===== src/rtl/alu_task_arbiter.sv =====
`default_nettype none
// ============================================================================
// Module   : alu_task_arbiter
// Brief    : Round-robin arbiter that shares one ALU controller between
//            NUM_REQ requesters. It issues one task at a time, captures the
//            single-cycle result pulse and returns it to the granted
//            requester. Illegal opcodes and result timeouts are reported
//            through an error flag on the response.
// Revision : 1.0 - initial release
// ============================================================================
module alu_task_arbiter #(
    parameter int NUM_REQ       = 4,
    parameter int DATA_WIDTH    = 64,
    parameter int ALU_OPP_WIDTH = 2,
    parameter int TIMEOUT       = 1024
) (
    input  logic                             aclk,
    input  logic                             aresetn,
    // task channels, one per requester
    input  logic [NUM_REQ-1:0]               s_req_tvalid,
    output logic [NUM_REQ-1:0]               s_req_tready,
    input  logic [NUM_REQ*ALU_OPP_WIDTH-1:0] s_req_opp,
    input  logic [NUM_REQ*DATA_WIDTH-1:0]    s_req_a,
    input  logic [NUM_REQ*DATA_WIDTH-1:0]    s_req_b,
    // response channels, data and error shared by all requesters
    output logic [NUM_REQ-1:0]               m_resp_tvalid,
    input  logic [NUM_REQ-1:0]               m_resp_tready,
    output logic [DATA_WIDTH-1:0]            m_resp_tdata,
    output logic                             m_resp_terr,
    // ALU controller side
    output logic [ALU_OPP_WIDTH-1:0]         alu_opp,
    output logic [DATA_WIDTH-1:0]            alu_a_tdata,
    output logic [DATA_WIDTH-1:0]            alu_b_tdata,
    output logic                             alu_a_tvalid,
    input  logic                             alu_a_tready,
    input  logic [DATA_WIDTH-1:0]            alu_result_tdata,
    input  logic                             alu_result_tvalid,
    // status
    output logic                             busy
);

    localparam int c_IDX_W = (NUM_REQ > 1) ? $clog2(NUM_REQ) : 1;
    localparam int c_TMR_W = $clog2(TIMEOUT + 1);

    localparam logic [c_IDX_W:0]         c_NREQ      = (c_IDX_W + 1)'(NUM_REQ);
    localparam logic [c_IDX_W-1:0]       c_LAST_IDX  = c_IDX_W'(NUM_REQ - 1);
    localparam logic [c_TMR_W-1:0]       c_TMR_LAST  = c_TMR_W'(TIMEOUT - 1);
    localparam logic [ALU_OPP_WIDTH-1:0] c_OPP_DIV   = ALU_OPP_WIDTH'(2);
    localparam logic [NUM_REQ-1:0]       c_ONE       = NUM_REQ'(1);

    typedef enum logic [1:0] {
        IDLE     = 2'd0,
        ISSUE    = 2'd1,
        WAIT_RES = 2'd2,
        RESPOND  = 2'd3
    } state_t;

    state_t                    r_state;
    state_t                    w_state_nxt;

    logic [NUM_REQ-1:0]        r_req_tready;
    logic [c_IDX_W-1:0]        r_win;       // requester currently offered tready
    logic [c_IDX_W-1:0]        r_grant;     // requester owning the task in flight
    logic [c_IDX_W-1:0]        r_rr_ptr;
    logic [c_TMR_W-1:0]        r_timer;

    logic [ALU_OPP_WIDTH-1:0]  r_alu_opp;
    logic [DATA_WIDTH-1:0]     r_alu_a;
    logic [DATA_WIDTH-1:0]     r_alu_b;
    logic                      r_alu_a_tvalid;

    logic [NUM_REQ-1:0]        r_resp_tvalid;
    logic [DATA_WIDTH-1:0]     r_resp_tdata;
    logic                      r_resp_terr;

    logic [c_IDX_W:0]          w_cand;
    logic [c_IDX_W-1:0]        w_win;
    logic [c_IDX_W-1:0]        w_rr_nxt;
    logic [ALU_OPP_WIDTH-1:0]  w_opp_sel;
    logic [DATA_WIDTH-1:0]     w_a_sel;
    logic [DATA_WIDTH-1:0]     w_b_sel;
    logic                      w_opp_legal;

    logic                      w_pick;
    logic                      w_grant_hs;
    logic                      w_issue_hs;
    logic                      w_res_take;
    logic                      w_timeout;
    logic                      w_wait_tick;
    logic                      w_resp_hs;

    // Round-robin search: scan offsets from the highest down so the lowest
    // offset from r_rr_ptr with a valid request is the final winner.
    always_comb begin
        w_win  = r_rr_ptr;
        w_cand = '0;
        for (int k = NUM_REQ - 1; k >= 0; k--) begin
            w_cand = {1'b0, r_rr_ptr} + (c_IDX_W + 1)'(k);
            if (w_cand >= c_NREQ) begin
                w_cand = w_cand - c_NREQ;
            end
            if (s_req_tvalid[w_cand[c_IDX_W-1:0]]) begin
                w_win = w_cand[c_IDX_W-1:0];
            end
        end
    end

    // Task fields of the requester being offered tready, plus the pointer
    // value that follows it.
    assign w_opp_sel   = s_req_opp[int'(r_win)*ALU_OPP_WIDTH +: ALU_OPP_WIDTH];
    assign w_a_sel     = s_req_a[int'(r_win)*DATA_WIDTH +: DATA_WIDTH];
    assign w_b_sel     = s_req_b[int'(r_win)*DATA_WIDTH +: DATA_WIDTH];
    assign w_opp_legal = (w_opp_sel <= c_OPP_DIV);
    assign w_rr_nxt    = (r_win == c_LAST_IDX) ? '0 : r_win + 1'b1;

    // State register.
    always_ff @(posedge aclk or negedge aresetn) begin
        if (!aresetn) begin
            r_state <= IDLE;
        end else begin
            r_state <= w_state_nxt;
        end
    end

    // Next-state logic and the per-state event strobes used by the datapath.
    always_comb begin
        w_state_nxt = r_state;
        w_pick      = 1'b0;
        w_grant_hs  = 1'b0;
        w_issue_hs  = 1'b0;
        w_res_take  = 1'b0;
        w_timeout   = 1'b0;
        w_wait_tick = 1'b0;
        w_resp_hs   = 1'b0;
        case (r_state)
            IDLE: begin
                // tready is raised one cycle after the search, so the search
                // only runs while no offer is outstanding.
                w_pick     = (r_req_tready == '0) && (|s_req_tvalid);
                w_grant_hs = |(r_req_tready & s_req_tvalid);
                if (w_grant_hs) begin
                    w_state_nxt = w_opp_legal ? ISSUE : RESPOND;
                end
            end
            ISSUE: begin
                w_issue_hs = r_alu_a_tvalid && alu_a_tready;
                if (w_issue_hs) begin
                    w_state_nxt = WAIT_RES;
                end
            end
            WAIT_RES: begin
                // A result arriving on the last timer cycle still wins.
                w_res_take  = alu_result_tvalid;
                w_timeout   = !alu_result_tvalid && (r_timer == c_TMR_LAST);
                w_wait_tick = !w_res_take && !w_timeout;
                if (w_res_take || w_timeout) begin
                    w_state_nxt = RESPOND;
                end
            end
            RESPOND: begin
                // Only the granted bit of m_resp_tready matters, since the
                // valid vector is one-hot on the grant.
                w_resp_hs = |(r_resp_tvalid & m_resp_tready);
                if (w_resp_hs) begin
                    w_state_nxt = IDLE;
                end
            end
            default: begin
                w_state_nxt = IDLE;
            end
        endcase
    end

    // Datapath: task capture, controller handshake, timer and response.
    always_ff @(posedge aclk or negedge aresetn) begin
        if (!aresetn) begin
            r_req_tready   <= '0;
            r_win          <= '0;
            r_grant        <= '0;
            r_rr_ptr       <= '0;
            r_timer        <= '0;
            r_alu_opp      <= '0;
            r_alu_a        <= '0;
            r_alu_b        <= '0;
            r_alu_a_tvalid <= 1'b0;
            r_resp_tvalid  <= '0;
            r_resp_tdata   <= '0;
            r_resp_terr    <= 1'b0;
        end else begin
            r_req_tready <= w_pick ? (c_ONE << w_win) : '0;
            if (w_pick) begin
                r_win <= w_win;
            end

            if (w_grant_hs) begin
                r_alu_opp <= w_opp_sel;
                r_alu_a   <= w_a_sel;
                r_alu_b   <= w_b_sel;
                r_grant   <= r_win;
                r_rr_ptr  <= w_rr_nxt;
                if (w_opp_legal) begin
                    r_alu_a_tvalid <= 1'b1;
                end else begin
                    // Illegal opcode: answer at once, controller untouched.
                    r_resp_tvalid <= c_ONE << r_win;
                    r_resp_tdata  <= '0;
                    r_resp_terr   <= 1'b1;
                end
            end

            if (w_issue_hs) begin
                r_alu_a_tvalid <= 1'b0;
                r_timer        <= '0;
            end

            if (w_wait_tick) begin
                r_timer <= r_timer + 1'b1;
            end

            if (w_res_take) begin
                r_resp_tvalid <= c_ONE << r_grant;
                r_resp_tdata  <= alu_result_tdata;
                r_resp_terr   <= 1'b0;
            end

            if (w_timeout) begin
                r_resp_tvalid <= c_ONE << r_grant;
                r_resp_tdata  <= '0;
                r_resp_terr   <= 1'b1;
            end

            if (w_resp_hs) begin
                r_resp_tvalid <= '0;
                r_resp_terr   <= 1'b0;
            end
        end
    end

    assign s_req_tready  = r_req_tready;
    assign m_resp_tvalid = r_resp_tvalid;
    assign m_resp_tdata  = r_resp_tdata;
    assign m_resp_terr   = r_resp_terr;
    assign alu_opp       = r_alu_opp;
    assign alu_a_tdata   = r_alu_a;
    assign alu_b_tdata   = r_alu_b;
    assign alu_a_tvalid  = r_alu_a_tvalid;
    assign busy          = (r_state != IDLE);

endmodule
`default_nettype wire


===== config.mk =====
export PLATFORM = sky130hd
export DESIGN_NAME = alu_task_arbiter
export DESIGN_NICKNAME = d
export VERILOG_FILES = /design/src/rtl/alu_task_arbiter.sv
export SDC_FILE = /design/constraint.sdc
export NUM_CORES = 1
export LEC_CHECK = 0
export CAP_MARGIN = 25
export CORE_AREA = 2 2 315 317
export CTS_CLUSTER_DIAMETER = 30
export DETAILED_ROUTE_END_ITERATION = 8
export DIE_AREA = 0 0 317 319
export PLACE_DENSITY = 0.44
export SLEW_MARGIN = 20
export SYNTH_ARGS = -nofsm -noshare
export SYNTH_HDL_FRONTEND = slang
export SYNTH_SLANG_ARGS = --single-unit

===== constraint.sdc =====
create_clock -name aclk -period 1.8 [get_ports aclk]
set_input_delay 0.45 -clock aclk [delete_from_list [all_inputs] [get_ports aclk]]
set_output_delay 0.45 -clock aclk [all_outputs]
set_load 0.05 [all_outputs]

==> load_flow_metrics.sql, run 1 <==
INSERT INTO impl_metrics (metric_group, metric, value, unit) VALUES
('run_status', 'status', 'finished with violations', ''),
('run_status', 'failed_checks', 'setup timing', ''),
('layout', 'share_of_final_layout_standard_cells_stronger_than_drive_strength_1', '0.4260', ''),
('placement', 'hpwlAfterDp', '52270', 'µm'),
('logic_synthesis', 'synthFlopType', 'dfrtp_1', ''),
('sta', 'rsz0062_at_grt', 'true', ''),
('clocking', 'cts-htree-levels', '3', ''),
('logic_synthesis', 'synthesized_flop_and_latch_total', '223', ''),
('routing', 'detail_route.drc_violations', '0', ''),
('worst_setup_path', 'cp_data_arrival_time', '2500', 'ps'),
('worst_setup_path', 'timing.critical_path.fanout_max', '13', ''),
('placement', 'port_buffers', '800', ''),
('logic_synthesis', 'mappedNetlistArea', '0.01175', 'mm²'),
('worst_setup_path', 'critical-path-max-stage-delay', '570', 'ps'),
('global_routing', 'gr-usage-met2', '0.2245', ''),
('layout', 'area.sequential', '0.005594', 'mm²'),
('die', 'die_h', '319', 'µm'),
('global_routing', 'grt.busiest_layer', 'met2', ''),
('logic_synthesis', 'synth.lib_cells_used.distinct', '44', ''),
('worst_setup_path', 'critical_path.endpoint_type', 'flip-flop', ''),
('worst_setup_path', 'timing.critical_path.required', '2290', 'ps'),
('sta', 'achievable-frequency', '0.4967', 'GHz'),
('routing', 'postRouteAntennaNets', '0', ''),
('global_routing', 'global_route.usage.met3', '0.04344', ''),
('sta', 'fin_worst_hold_slack', '416.0', 'ps'),
('clocking', 'clkSinkCount', '223', ''),
('sta', 'final_max_slew_viol_count', '0', ''),
('global_routing', 'met1_usage_in_global_routing', '0.1355', ''),
('logic_synthesis', 'yosysSeqAreaShare', '0.4749', ''),
('logic_synthesis', 'list_of_most_frequent_post_synthesis_cells', '223 x dfrtp_1, 132 x mux2_2, 130 x mux4_2', ''),
('power_and_ir_drop', 'totalPowerFinal', '47.71', 'mW'),
('die', 'core_region_area', '0.09770', 'mm²'),
('worst_setup_path', 'worstPathCellList', 'buf_12 -> buf_16 -> buf_16 -> mux4_2 -> mux2_4', ''),
('job', 'cap_violations', '0', ''),
('logic_synthesis', 'synthesis.instances', '746', ''),
('clocking', 'cts_tree', 'built', ''),
('sta', 'tightestPinTransition', '652.2', 'ps'),
('logic_synthesis', 'synthMostInstantiatedCell', 'dfrtp_1', ''),
('die', 'initial_core_util', '0.1203', ''),
('logic_synthesis', 'postSynth.asyncResetShare', '1.000', ''),
('sta', 'finalHoldViolations', '0', ''),
('logic_synthesis', 'synth-edff-count', '0', ''),
('sta', 'endpoints_failing_setup', '192', ''),
('worst_setup_path', 'worst_path_most_repeated_cell', 'buf_16', ''),
('global_routing', 'grt_pass1_vias', '12840', ''),
('clocking', 'root_buffer', 'clkbuf_16', ''),
('clocking', 'latest_clock_arrival_within_the_worst_skew_pair', '610', 'ps'),
('die', 'fp.dieW', '317', 'µm'),
('logic_synthesis', 'synth_top_cell_area_share', '0.4749', ''),
('sta', 'min_period', '2013', 'ps'),
('die', 'full_die_area', '0.1011', 'mm²'),
('sta', 'setup_tns', '-23370', 'ps'),
('power_and_ir_drop', 'powerDensity', '1893', 'mW/mm²'),
('die', 'core.rowCount', '115', ''),
('die', 'floorplan.io_pins', '801', ''),
('routing', 'dr_total_vias', '11280', ''),
('sta', 'relSlewSlack', '0.5613', ''),
('logic_synthesis', 'synth_top_cell_by_area', 'dfrtp_1', ''),
('global_routing', 'antenna_found_initial', '22', ''),
('logic_synthesis', 'synth_warnings', '0', ''),
('power_and_ir_drop', 'ir_drop', '725.0', 'µV'),
('routing', 'detail_route.first_pass.iterations', '4', ''),
('sta', 'clock_skew', '24.51', 'ps'),
('layout', 'multi_input_comb_area', '0.005888', 'mm²'),
('global_routing', 'grt_pass1_wl', '89780', 'µm'),
('layout', 'syn2layout_area_growth', '114.5', '%'),
('placement', 'gpl.final_weighted_congestion', '0.8567', ''),
('power_and_ir_drop', 'leakagePower', '10.52', 'nW'),
('sta', 'timing.final.ws_setup', '-213.2', 'ps'),
('routing', 'postRouteWirelength', '64800', 'µm'),
('routing', 'post_drt_via_cell_ratio', '3.679', '');
[area by class of cell]
| cell class | count | share of cell area |
|---|---|---|
| antenna | 10 | 0.0009929 |
| multi-input combinational | 450 | 0.2336 |
| inverter | 11 | 0.001837 |
| clock buffer | 114 | 0.08747 |
| clock inverter | 21 | 0.01658 |
| sequential | 223 | 0.2220 |
| timing repair buffer | 951 | 0.3737 |
| tap | 1287 | 0.06389 |
[per-stage QoR]
step | worst slack [ps] | util | instance area [µm²] | std cells
4_1_cts | -228.2 | 0.2561 | 25020 | 3053
2_1_floorplan | -101.7 | - | 11870 | 746
3_5_place_dp | -596.2 | 0.2247 | 21960 | 2900
3_3_place_gp | -576.3 | 0.2247 | 21960 | 2900
5_1_grt | -251.7 | 0.2577 | 25180 | 3057
6_report | -213.2 | 0.2580 | 25200 | 3067
[registers in the layout, indices dropped and copies added (netlist names)]
name	flops
r_timer	11
m_resp_tvalid	4
r_grant	2
alu_opp	2
alu_a_tvalid	1
alu_b_tdata	64
r_state	2
alu_a_tdata	64
s_req_tready	4
m_resp_terr	1
r_win	2
m_resp_tdata	64
r_rr_ptr	2
[power breakdown]
| group | leakage [nW] | internal, mW | switching, mW |
|---|---|---|---|
| logic | 6.46 | 11.4 | 14.1 |
| clock network | 1.28 | 9.63 | 3.72 |
| registers | 2.78 | 7.33 | 1.56 |
[timing repair]
item                                    4_1_cts  5_1_grt
endpoints found under the setup margin      204      211
setup buffers                                16        5
pin swaps                                     1        8
hold endpoints to repair                     31        0
gates resized for setup                      34       39
gates cloned                                  4        1
hold buffers                                  1        0
[cells in the final DEF (no fill, tap or decap), drive strengths merged, types with 3 or more instances in the layout]
cell type / Yosys / final
o31ai: 4 / 4
diode: 0 / 10
and2: 3 / 3
mux2: 132 / 132
a21o: 3 / 3
a211oi: 5 / 5
clkinv: 0 / 11
nor3: 5 / 5
nand3: 5 / 5
clkdlybuf4s50: 0 / 594
dfrtp: 223 / 223
o21ai: 11 / 11
mux2i: 8 / 8
inv: 11 / 12
a22o: 70 / 70
nand2: 16 / 16
mux4: 130 / 130
a21oi: 8 / 8
ha: 9 / 9
nor2: 17 / 17
bufinv: 0 / 9
buf: 42 / 355
clkbuf: 20 / 115
nor2b: 3 / 3
[cells by family (layout without fill, tap and decap cells)]
family / after synthesis / after routing / synth area share
AOI/OAI and AO/OA: 115 / 115 / 0.07837
adders and majority gates: 9 / 9 / 0.009584
buffers and inverters: 73 / 1097 / 0.03099
DFF: 223 / 223 / 0.4749
muxes: 270 / 270 / 0.3825
other: 0 / 10 / 0
and+or+nand+nor: 56 / 56 / 0.02364
[worst paths after layout]
kind | start | end | slack (ps) | cells after the start
max in group asynchronous | aresetn | m_resp_tdata[60] | 780 | 3
hold / removal | aresetn | m_resp_tdata[40] | 420 | 2
hold reg to reg | alu_a_tdata[36] | alu_a_tdata[36] | 500 | 1
min in group aclk | alu_result_tdata[44] | m_resp_tdata[44] | 430 | 2
setup reg to reg | r_win[0] | alu_b_tdata[57] | -210 | 5
setup / recovery | r_win[0] | alu_b_tdata[57] | -210 | 5
[worst max-delay path, delay by kind of cell, from the launching register on]
kind / cells / cell delay [ps]
mux: 2 / 860
buf+inv: 3 / 490
flops: 1 / 490
[metal layers]
layer / part of all wire / routed length (µm) / up-vias
met5: 0.00040 / 26 / -
met3: 0.096 / 6205 / 105
met2: 0.51 / 33350 / 598
met1: 0.36 / 23480 / 5607
li1: - / - / 4969
met4: 0.027 / 1738 / 4
Power figures use the tool's default switching activity.
==> inputs of run 2 (changes only) <==
Settings changed: CTS_CLUSTER_SIZE set to 12.
==> run 2 against run 1 <==
The flow still finishes with violations (setup timing); worst setup slack worse by 1.4 ps; sequential share of layout area hardly changed; sequential power hardly changed; global-route usage stayed put; maximum frequency hardly changed; largest power group unchanged.
==> load_flow_metrics.sql, run 2 (synthesized netlist as in run 1, its figures left out) <==
INSERT INTO impl_metrics (metric_group, metric, value, unit) VALUES
('layout', 'fillers', '10160', ''),
('clocking', 'clock_pin_slew_reported_for_the_worst_setup_and_hold_paths_after_clock_tree_synthesis', '40', 'ps'),
('layout', 'syn2layout_area_growth', '114.5', '%'),
('worst_setup_path', 'worst_path_dominant_cell_family', 'multiplexers', ''),
('die', 'fp.dieW', '317', 'µm'),
('die', 'die_h', '319', 'µm'),
('global_routing', 'grt.overflow.total', '0', ''),
('worst_setup_path', 'ff2ff_setup_slack', '-210', 'ps'),
('routing', 'postRouteAntennaNets', '0', ''),
('global_routing', 'grt_pass1_wl', '89780', 'µm'),
('routing', 'met3_wl_post_dr', '6102', 'µm'),
('die', 'initial_core_util', '0.1203', ''),
('global_routing', 'grt_start_max_net_pins', '66', ''),
('sta', 'relSlewSlack', '0.5638', ''),
('routing', 'postRouteWirelength', '64800', 'µm'),
('global_routing', 'track_usage', '0.1248', ''),
('placement', 'gpl.final_weighted_congestion', '0.8567', ''),
('placement', 'preCtsSetupSlack', '-596.2', 'ps'),
('placement', 'hpwlAfterDp', '52270', 'µm'),
('routing', 'met1_length', '23590', 'µm'),
('worst_setup_path', 'cp_data_arrival_time', '2500', 'ps'),
('routing', 'detail_route.drc_violations', '0', ''),
('run_status', 'status', 'finished with violations', ''),
('worst_setup_path', 'worstPathCellList', 'buf_12 -> buf_16 -> buf_16 -> mux4_2 -> mux2_4', ''),
('job', 'cap_violations', '0', ''),
('power_and_ir_drop', 'ir_drop', '724.9', 'µV'),
('sta', 'rsz0062_at_grt', 'true', ''),
('sta', 'final_max_slew_viol_count', '0', ''),
('worst_setup_path', 'worst_setup_path_start_kind', 'flip-flop', ''),
('power_and_ir_drop', 'powerDensity', '1894', 'mW/mm²'),
('sta', 'min_period', '2015', 'ps'),
('worst_setup_path', 'worst-setup-path-type', 'reg -> reg', ''),
('die', 'floorplan.io_pins', '801', ''),
('clocking', 'clock_path_buffers', '3', ''),
('routing', 'detail_route.first_pass.iterations', '4', ''),
('routing', 'drtIter0Drc', '430', ''),
('worst_setup_path', 'timing.critical_path.fanout_max', '13', ''),
('layout', 'most-common-layout-cells', '594 x clkdlybuf4s50_1, 282 x buf_4, 216 x dfrtp_1', ''),
('sta', 'endpoints_failing_setup', '192', ''),
('clocking', 'clkSinkCount', '223', ''),
('clocking', 'cts-htree-levels', '3', ''),
('die', 'full_die_area', '0.1011', 'mm²'),
('layout', 'nNetsFinal', '2317', ''),
('worst_setup_path', 'library_cell_contributing_the_largest_single_delay_on_the_critical_path', 'mux4_2', ''),
('sta', 'achievable-frequency', '0.4964', 'GHz'),
('run_status', 'failed_checks', 'setup timing', ''),
('global_routing', 'grt_pass1_vias', '12840', ''),
('routing', 'post_drt_via_cell_ratio', '3.686', ''),
('sta', 'tightestPinTransition', '648.5', 'ps'),
('worst_setup_path', 'reg2reg_to', 'alu_b_tdata[57]', ''),
('worst_setup_path', 'critical-path-max-stage-delay', '570', 'ps'),
('sta', 'timing.final.ws_setup', '-214.6', 'ps'),
('routing', 'dr_total_vias', '11300', ''),
('routing', 'wl_met2', '33290', 'µm'),
('clocking', 'latest_clock_arrival_within_the_worst_skew_pair', '610', 'ps'),
('global_routing', 'antenna_found_initial', '22', ''),
('worst_setup_path', 'critical_path.endpoint_type', 'flip-flop', ''),
('die', 'core.rowCount', '115', ''),
('routing', 'post_drt_wl_per_cell', '21.14', 'µm'),
('clocking', 'cts_tree', 'built', ''),
('worst_setup_path', 'worst_path_most_repeated_cell', 'buf_16', ''),
('sta', 'finalHoldViolations', '0', ''),
('sta', 'clock_skew', '24.56', 'ps'),
('layout', 'final_util', '0.2580', ''),
('die', 'core_region_area', '0.09770', 'mm²'),
('worst_setup_path', 'critical_register_to_register_path_startpoint', 'r_win[0]', ''),
('clocking', 'number_of_buffers_inserted_during_clock_tree_synthesis', '75', ''),
('layout', 'share_of_final_layout_standard_cells_stronger_than_drive_strength_1', '0.4260', ''),
('sta', 'setup_tns', '-23590', 'ps'),
('power_and_ir_drop', 'leakagePower', '10.52', 'nW'),
('clocking', 'root_buffer', 'clkbuf_16', ''),
('hold_path', 'worstHoldPathType', 'in -> async', ''),
('routing', 'route.top_layer_used', 'met5', ''),
('sta', 'final_min_period_over_clock_period', '1.119', ''),
('power_and_ir_drop', 'totalPowerFinal', '47.72', 'mW'),
('placement', 'port_buffers', '800', ''),
('layout', 'layout_commonest_cell', 'clkdlybuf4s50_1', ''),
('worst_setup_path', 'worst-r2r-cell-count', '5', ''),
('worst_setup_path', 'critical_path.n_buffers_inverters', '3', ''),
('worst_setup_path', 'timing.critical_path.required', '2290', 'ps');
-- run 2: cell types whose count changed in the layout (fill, tap and decap cells not counted), sizes merged --
cell	before	now
diode	10	9
-- run 2: metal layers --
| layer | vias up | track usage |
|---|---|---|
| met5 | - | 0 |
| met4 | 4 | 0.03952 |
| met3 | 105 | 0.04344 |
| met2 | 588 | 0.2245 |
| met1 | 5635 | 0.1355 |
| li1 | 4968 | - |
-- run 2: how the worst max path moves through the flow --
stage                             endpoint  depth (start not counted)  slack [ps]            start
final                      alu_b_tdata[57]                          5        -210         r_win[0]
after global routing       alu_b_tdata[57]                          5        -250         r_win[0]
after CTS                  alu_b_tdata[57]                          5        -230         r_win[0]
after detailed placement   alu_a_tdata[34]                          6        -600  s_req_tvalid[3]
after global placement     alu_a_tdata[25]                          6        -580  s_req_tvalid[3]
after floorplan           m_resp_tdata[10]                          9        -100         r_win[0]
-- run 2: final cells by class --
class	instances	area (µm²)	area share
Antenna cell	9	22.52	0.0008937
Timing Repair Buffer	951	9418	0.3737
Inverter	11	46.29	0.001837
Tap cell	1287	1610	0.06390
Clock inverter	21	417.9	0.01658
Multi-Input combinational cell	450	5888	0.2336
Sequential cell	223	5594	0.2220
Clock buffer	114	2205	0.08748
-- run 2: report_power, final --
group | switching [mW] | leakage [nW] | total (mW) | internal (mW)
clock network | 3.72 | 1.28 | 13.3 | 9.63
logic | 14.1 | 6.46 | 25.5 | 11.4
registers | 1.56 | 2.78 | 8.89 | 7.33
total | 19.4 | 10.5 | 47.7 | 28.3
-- run 2: stage by stage --
stage	area, µm²	hold slack [ps]	std cells
6_report	25200	415.9	3066
5_1_grt	25180	396.0	3057
2_1_floorplan	11870	154.4	746
3_3_place_gp	21960	455.1	2900
3_5_place_dp	21960	461.4	2900
4_1_cts	25020	381.5	3053
-- run 2: repair_timing --
| item | 4_1_cts | 5_1_grt |
|---|---|---|
| pin swaps | 1 | 8 |
| hold endpoints to repair | 31 | 0 |
| endpoints found under the setup margin | 204 | 211 |
| gates resized for setup | 34 | 39 |
| gates cloned | 4 | 1 |
| hold buffers | 1 | 0 |
| buffers inserted | 16 | 5 |
==> inputs of run 3 (changes only) <==
Settings changed: CAP_MARGIN 25 to not set.
==> results of run 3 <==
Final layout, timing and power as in run 2 (identical DEF).
